**config.mk**
```make
export PLATFORM = sky130hd
export DESIGN_NAME = mic_array_frame_sched
export DESIGN_NICKNAME = d
export VERILOG_FILES = /design/src/rtl/mic_array_frame_sched.sv
export SDC_FILE = /design/constraint.sdc
export NUM_CORES = 1
export LEC_CHECK = 0
export CORE_AREA = 2 2 217 219
export CTS_BUF_LIST = sky130_fd_sc_hd__clkbuf_8
export CTS_CLUSTER_DIAMETER = 40
export DETAILED_ROUTE_END_ITERATION = 8
export DIE_AREA = 0 0 219 221
export GPL_TIMING_DRIVEN = 1
export PLACE_DENSITY = 0.66
export SLEW_MARGIN = 5
export SYNTH_ARGS = -nofsm -noshare
export SYNTH_HDL_FRONTEND = slang
export SYNTH_SLANG_ARGS = --single-unit
```
**constraint.sdc**
```tcl
create_clock -name clk_mic -period 2.55 [get_ports clk_mic]
set_clock_uncertainty 0.05 [all_clocks]
set_input_delay 0.51 -clock clk_mic [delete_from_list [all_inputs] [get_ports clk_mic]]
set_output_delay 0.51 -clock clk_mic [all_outputs]
set_load 0.02 [all_outputs]
```
**src/rtl/mic_array_frame_sched.sv**
```systemverilog
// Microphone array frame scheduler: shared WS generation, per-channel sample capture,
// and a per-frame snapshot drained as one valid/ready beat per channel.
module mic_array_frame_sched #(
    parameter int NUM_MIC    = 8,
    parameter int DATAWIDTH  = 24,
    parameter int FRAME_BITS = 64,
    parameter int FCNT_W     = 16
) (
    input  logic                           clk_mic,
    input  logic                           rst_mic,
    input  logic                           enable,
    output logic                           ws,
    input  logic [NUM_MIC-1:0]             recv_over,
    input  logic [NUM_MIC*DATAWIDTH-1:0]   mic_data,
    output logic                           out_valid,
    input  logic                           out_ready,
    output logic signed [DATAWIDTH-1:0]    out_data,
    output logic [$clog2(NUM_MIC)-1:0]     out_ch,
    output logic                           out_last,
    output logic                           out_stale,
    output logic [FCNT_W-1:0]              out_frame,
    output logic                           overrun
);

    localparam int CH_W = $clog2(NUM_MIC);
    localparam int BC_W = $clog2(FRAME_BITS);

    typedef enum logic {IDLE, DRAIN} state_t;

    state_t                      state;
    logic [BC_W-1:0]             bit_cnt;
    logic [BC_W-1:0]             bit_cnt_nxt;
    logic [FCNT_W-1:0]           frame_cnt;
    logic [NUM_MIC-1:0]          pend;
    logic [NUM_MIC-1:0]          mask;
    logic signed [DATAWIDTH-1:0] hold [NUM_MIC];
    logic signed [DATAWIDTH-1:0] snap [NUM_MIC];
    logic [CH_W-1:0]             idx;
    logic [CH_W-1:0]             nidx;
    logic                        boundary;
    logic                        xfer;
    logic                        last_xfer;
    logic                        take;

    always_comb begin
        boundary    = enable && (bit_cnt == BC_W'(FRAME_BITS - 1));
        bit_cnt_nxt = (enable && !boundary) ? bit_cnt + 1'b1 : '0;
        xfer        = out_valid && out_ready;
        last_xfer   = xfer && (idx == CH_W'(NUM_MIC - 1));
        // A boundary coinciding with the final handshake starts the next drain at once.
        take        = boundary && ((state == IDLE) || last_xfer);
        nidx        = idx + 1'b1;
    end

    always_ff @(posedge clk_mic) begin
        if (rst_mic) begin
            state     <= IDLE;
            bit_cnt   <= '0;
            ws        <= 1'b0;
            frame_cnt <= '0;
            pend      <= '0;
            mask      <= '0;
            idx       <= '0;
            out_valid <= 1'b0;
            out_data  <= '0;
            out_ch    <= '0;
            out_last  <= 1'b0;
            out_stale <= 1'b0;
            out_frame <= '0;
            overrun   <= 1'b0;
            for (int i = 0; i < NUM_MIC; i++) begin
                hold[i] <= '0;
                snap[i] <= '0;
            end
        end else begin
            bit_cnt <= bit_cnt_nxt;
            ws      <= (bit_cnt_nxt >= BC_W'(FRAME_BITS / 2));

            for (int i = 0; i < NUM_MIC; i++) begin
                if (recv_over[i])
                    hold[i] <= mic_data[i*DATAWIDTH +: DATAWIDTH];
            end

            // Pulses on the boundary cycle belong to the following frame.
            if (!enable)
                pend <= '0;
            else if (boundary)
                pend <= recv_over;
            else
                pend <= pend | recv_over;

            if (boundary)
                frame_cnt <= frame_cnt + 1'b1;
            if (boundary && !take)
                overrun <= 1'b1;

            if (take) begin
                snap      <= hold;
                mask      <= pend;
                out_frame <= frame_cnt;
                idx       <= '0;
                state     <= DRAIN;
                out_valid <= 1'b1;
                out_data  <= pend[0] ? hold[0] : '0;
                out_stale <= ~pend[0];
                out_ch    <= '0;
                out_last  <= (NUM_MIC == 1);
            end else if (last_xfer) begin
                out_valid <= 1'b0;
                state     <= IDLE;
            end else if (xfer) begin
                idx       <= nidx;
                out_data  <= mask[nidx] ? snap[nidx] : '0;
                out_stale <= ~mask[nidx];
                out_ch    <= nidx;
                out_last  <= (nidx == CH_W'(NUM_MIC - 1));
            end
        end
    end

endmodule
```
==> results of run 1 <==
## per-stage QoR
stage | util, % | total power, mW
2_1_floorplan | - | 8.18
3_3_place_gp | 46.5 | 8.66
3_5_place_dp | 46.5 | 8.67
4_1_cts | 49.9 | 15.4
5_1_grt | 49.9 | 15.9
6_report | 49.9 | 15.3
## per-layer routing
metal / up-vias / part of all wire (%)
li1: 7132 / -
met1: 7002 / 46
met2: 373 / 46
met3: 94 / 5.4
met4: 6 / 2.5
met5: - / 0.070
## cells in the mapped netlist, drive strengths merged, types with 2 or more instances
library cell	number
a21oi	235
a31oi	24
and4	2
buf	70
clkbuf	88
dfxtp	469
ha	5
inv	6
mux2	25
mux2i	196
mux4	48
nand2	465
nand3	9
nand4	28
nor2	221
nor2b	2
nor3	4
nor4	4
o21ai	4
o21bai	24
o31ai	6
or3	7
or4	5
xnor2	9
xor2	2
## report_power, final
part           switching [mW]  leakage, nW  internal (mW)  total (mW)
clock                    2.97        0.909           3.78        6.75
combinational           0.399         4.03          0.485       0.885
sequential              0.113         3.82           7.52        7.63
total                    3.48         8.76           11.8        15.3
## worst paths after layout
kind / startpoint / to / slack, ns / depth (start not counted)
min reg2reg: hold[17]$_SDFFE_PP0P_ / snap[17]$_SDFFE_PP0P_ / 0.39 / 2
min: rst_mic / overrun$_SDFFE_PP0P_ / 0.16 / 2
max: idx[0]$_SDFFE_PP0P_ / out_data[0]$_SDFFE_PP0P_ / 0.23 / 7
max reg2reg: idx[0]$_SDFFE_PP0P_ / out_data[0]$_SDFFE_PP0P_ / 0.23 / 7
## state kept, by name, indices dropped and copies added, names as in the netlist
signal     cells
pend           8
out_data      24
bit_cnt        5
mask           8
out_last       1
ws             1
hold         192
overrun        1
state          1
idx            3
snap         192
out_frame     16
frame_cnt     16
out_stale      1
## cells by family (layout without fill, tap and decap cells)
| family | after synthesis | count (layout) | share of synthesized area [%] |
|---|---|---|---|
| mux | 269 | 269 | 18.2 |
| compound gates | 300 | 300 | 8.97 |
| xor+xnor | 11 | 11 | 0.528 |
| fa+ha+maj | 5 | 5 | 0.343 |
| flops | 469 | 469 | 51.5 |
| buf+inv | 164 | 436 | 4.00 |
| other cells | 0 | 2 | 0 |
| simple gates | 752 | 752 | 16.5 |
## area by class of cell
| class | count | share of cell area [%] |
|---|---|---|
| clock inverters | 36 | 1.02 |
| well taps | 607 | 3.30 |
| clock buffers | 99 | 5.92 |
| diodes | 2 | 0.0218 |
| repair buffers | 295 | 13.3 |
| inverters | 6 | 0.0979 |
| flip-flops and latches | 469 | 40.8 |
| multi-input cells | 1337 | 35.5 |
==> results.cfg, run 1 <==
[sta]
rsz0062_at_grt = false
worstMarginPinSlew_ns = 0.769
fin_crit_sh_pct = 90.8
post-route-min-period_ns = 2.32
slew_headroom_pct = 48.7
fin_hold_ws_ns = 0.164
setup_ws_ns = 0.234
finalHoldViolCount = 0
finalMaxSlewViolations = 0
final.setup.tns_ns = 0
max_freq_mhz = 432
setup_viol = 0

[drt]
drc_errors = 0
routed_via_density = 5.12
wl_per_cell_um = 18.4
num_vias = 14600
drt-initial-drc-count = 1146
drt_first_pass_iters = 5
drt-total-wl_um = 52600
antenna_left = 0

[placed_design]
placed_cells = 2714
gp_congestion = 0.852
placed_area_um2 = 21400
dp_slack_ns = 0.0299
io_buffers = 251
hpwl_um = 36200

[worst_setup_path]
critPathSlowestCell = a21boi_2
critPathTopFamily = compound AO/OA/AOI/OAI gates
crit_chain = ha_1, ha_1, a21boi_2, or3_4, buf_12, nand4_1, a31oi_1
worst_ep_required_time_ns = 3.03
arrival_ns = 2.80
startpoint_type = flip-flop
critPathMaxFanout = 49
cp_num_buf_inv = 1
critical_path.max_stage_delay_ns = 0.40
cp-end-kind = flip-flop
cp_common_cell = ha_1
crit_type = flip-flop to flip-flop

[clock_tree]
cts_tree = built
clock-sinks = 469
numCtsBuffers = 81
clock_latency_ns = 0.62
ctsHtreeMaxLevel = 3
ctsHoldBuffers = 0
clk_pin_slew_ns = 0.06
cts_root_buf = clkbuf_8
post_cts_buffers = 0
clockBufferDepth = 3
ctsResizeCount = 0

[job]
maxCapViolations = 0

[logic_synthesis]
ys_async_sr_fraction_pct = 0
synth_edf_count = 0
synthTopCellsByArea = dfxtp_1 51%, mux2i_1 11%, nand2_1 9.6%, a21oi_1 6.4%, mux4_2 5.9%
synth.distinct_cells = 40
yosysWarnings = 0
synth_cells = 1970
synth_seq_area_share_pct = 51.5
ys_seq_elements = 469
yosysTopAreaCell = dfxtp_1
syn_area_um2 = 18200
syn_avg_cell_area_um2 = 9.26
ys.flop_type = dfxtp_1
synth_nets = 2179
synth_top_area_share_pct = 51.5

[floorplan]
rows = 79
chipHeight_um = 221
ios = 252
core_area_um2 = 46100
die_w_um = 219
die_area_um2 = 48400
start_util_pct = 39.6

[finish]
layout_commonest_cell = dfxtp_1
regArea_um2 = 9390
nFillCells = 4326
final_cell_mix = 468 x dfxtp_1, 465 x nand2_1, 242 x clkdlybuf4s50_1, 235 x a21oi_1, 221 x nor2_1
multiInputGateArea_um2 = 8160
syn2layout_area_growth_pct = 26.1
nets = 2399
layout-drive-gt1-share_pct = 11.1
fin_area_um2 = 23000
final_cell_count_no_fill = 2851

[global_route]
use_met1_pct = 29.2
grt_max_degree = 99
gr-usage-met2_pct = 34.9
antenna_found_initial = 5
grt.overflow.total = 0
grt_pass1_wl_um = 82000
busiest_layer = met2
grt_util_all_layers_pct = 21.7
grt_pass1_vias = 14400
grtUsageMet3_pct = 4.63

[power]
ir_drop_mv = 0.330
power.density_nw_per_um2 = 664
leakage_nw = 8.76

[min_path]
holdCritPathClass = primary input to flip-flop

[outcome]
status = finished clean
(Power assumes the default switching activity.)
==> inputs of run 2 (changes only) <==
- DONT_BUFFER_PORTS: default -> 1
- PLACE_DENSITY: 0.66 -> 0.54
==> results.cfg, run 2 (synthesis gave the netlist of run 1 again) <==
[outcome]
status = finished with violations
violations = slew limit

[worst_setup_path]
worst_ep_required_time_ns = 3.04
critPathMaxFanout = 21
path_depth = 9
crit_type = flip-flop to flip-flop
r2r_cells = 9
cp-end-kind = flip-flop
startpoint_type = flip-flop
cp_num_buf_inv = 4
critPathTopFamily = buffers and inverters
critPathSlowestCell = dlygate4sd3_1
arrival_ns = 2.91
crit_chain = ha_1, ha_1, a21boi_2, buf_4, nor3_2, buf_12, buf_4, nor3_1, dlygate4sd3_1
critical_path.max_stage_delay_ns = 0.56

[clock_tree]
ctsHtreeMaxLevel = 3
clk_pin_slew_ns = 0.06
cts_root_buf = clkbuf_8
numCtsBuffers = 86
clock_latency_ns = 0.66
clock-sinks = 469
clockBufferDepth = 3
cts_tree = built

[placed_design]
io_buffers = 0
placed_area_um2 = 18700
hpwl_um = 35500
placed_cells = 2448
gp_congestion = 0.825

[drt]
dr_wl_met2_um = 27400
routed_via_density = 5.14
drt-total-wl_um = 59000
drc_errors = 0
maxUsedRoutingLayer = met4
drt-initial-drc-count = 1207
wl_per_cell_um = 19.7
wl_met3_um = 3990
num_vias = 15400
antenna_left = 0
m1WireLength_um = 26300
drt_first_pass_iters = 5

[sta]
fin_hold_ws_ns = 0.135
finalHoldViolCount = 0
final.setup.tns_ns = 0
worstMarginPinSlew_ns = 1.79
post-route-min-period_ns = 2.43
setup_viol = 0
slew_headroom_pct = -19.2
max_freq_mhz = 412
fin_crit_sh_pct = 95.1
finalMaxSlewViolations = 160
rsz0062_at_grt = false

[min_path]
holdCritPathClass = primary input to flip-flop
whs_path_depth = 2

[finish]
layout_commonest_cell = dfxtp_1
fin_area_um2 = 24700
syn2layout_area_growth_pct = 35.4
layout-drive-gt1-share_pct = 10.6
reg.largest.list = hold (192), snap (192), out_data (24)
nFillCells = 4261
nets = 2527
final_cell_mix = 468 x dfxtp_1, 464 x nand2_1, 381 x dlygate4sd3_1, 235 x a21oi_1, 221 x nor2_1
final_cell_count_no_fill = 2998
fin_util_pct = 53.6

[power]
leakage_nw = 9.88
power.density_nw_per_um2 = 688
netSwitchingFraction_pct = 21.6
p_int_mw = 13.3
switchingPower_mw = 3.68
ir_drop_mv = 0.380
combPwrFrac_pct = 5.3
power.clock.fraction_pct = 49.6
p_seq_share_pct = 45.1

[floorplan]
core_area_um2 = 46100
die_area_um2 = 48400
rows = 79
start_util_pct = 39.6
ios = 252
chipHeight_um = 221
die_w_um = 219

[global_route]
grt.overflow.total = 0
grt_util_all_layers_pct = 23.8
grt_max_degree = 458
antenna_found_initial = 4
grt_pass1_vias = 15200
grt_pass1_wl_um = 88400

[job]
maxCapViolations = 0
-- run 2: cell count changes in the layout (fill, tap and decap cells not counted), sizes merged --
cell           change
buf               -17
clkinv             -1
inv                +1
diode              +3
clkinvlp           +3
clkbuf             +8
dlygate4sd3      +381
bufinv            +11
clkdlybuf4s50    -242
-- run 2: worst reg2reg max path, cell delays in order (launching register included) --
cell and delay, ns:
dfxtp_4 0.40, ha_1 0.16, ha_1 0.20, a21boi_2 0.08
buf_4 0.16, nor3_2 0.23, buf_12 0.24, buf_4 0.19
nor3_1 0.05, dlygate4sd3_1 0.56
-- run 2: power groups by stage --
| stage | Sequential, mW | Combinational, mW | Clock [mW] |
|---|---|---|---|
| 2_1_floorplan | 7.75 | 0.436 | 0 |
| 3_3_place_gp | 7.81 | 0.285 | 0 |
| 3_5_place_dp | 7.81 | 0.296 | 0 |
| 4_1_cts | 7.65 | 0.861 | 8.57 |
| 5_1_grt | 7.67 | 0.977 | 8.95 |
| 6_report | 7.66 | 0.905 | 8.43 |
-- run 2: path summary, 6_finish.rpt --
| path | slack [ns] | start | end |
|---|---|---|---|
| min | 0.13 | rst_mic | snap[188]$_SDFFE_PP0P_ |
| min reg2reg | 0.40 | pend[1]$_SDFF_PP0_ | mask[1]$_SDFFE_PP0P_ |
| max reg2reg | 0.12 | idx[0]$_SDFFE_PP0P_ | idx[2]$_SDFFE_PP0P_ |
| max | 0.12 | idx[0]$_SDFFE_PP0P_ | idx[2]$_SDFFE_PP0P_ |
-- run 2: metal layers --
layer | vias to the layer above | global-route usage, %
li1 | 7382 | -
met1 | 7528 | 31.6
met2 | 412 | 37.4
met3 | 87 | 5.79
met4 | 0 | 8.85
met5 | - | 0
-- run 2: final cells by class --
type                       count  area, um^2  area share, %
inverter                       6        22.5         0.0912
clock buffer                 106        1460           5.91
timing repair buffer         418        4300           17.4
tap                          607         759           3.08
antenna                        5        12.5         0.0507
clock inverter                50         582           2.36
multi-input combinational   1337        8160           33.0
sequential                   469        9390           38.0
-- run 2: per-stage QoR --
stage,total power [mW],setup slack [ns]
after floorplan,8.18,0.0628
after global placement,8.09,0.268
after detailed placement,8.10,0.229
after CTS,17.1,0.0266
after global routing,17.6,0.00918
final,17.0,0.124
-- run 2: what timing repair did --
item,in CTS,in global routing
setup endpoints to repair,0,6
buffers inserted,0,2
endpoints found under the hold margin,441,47
hold buffers,385,1
gates resized for setup,0,1
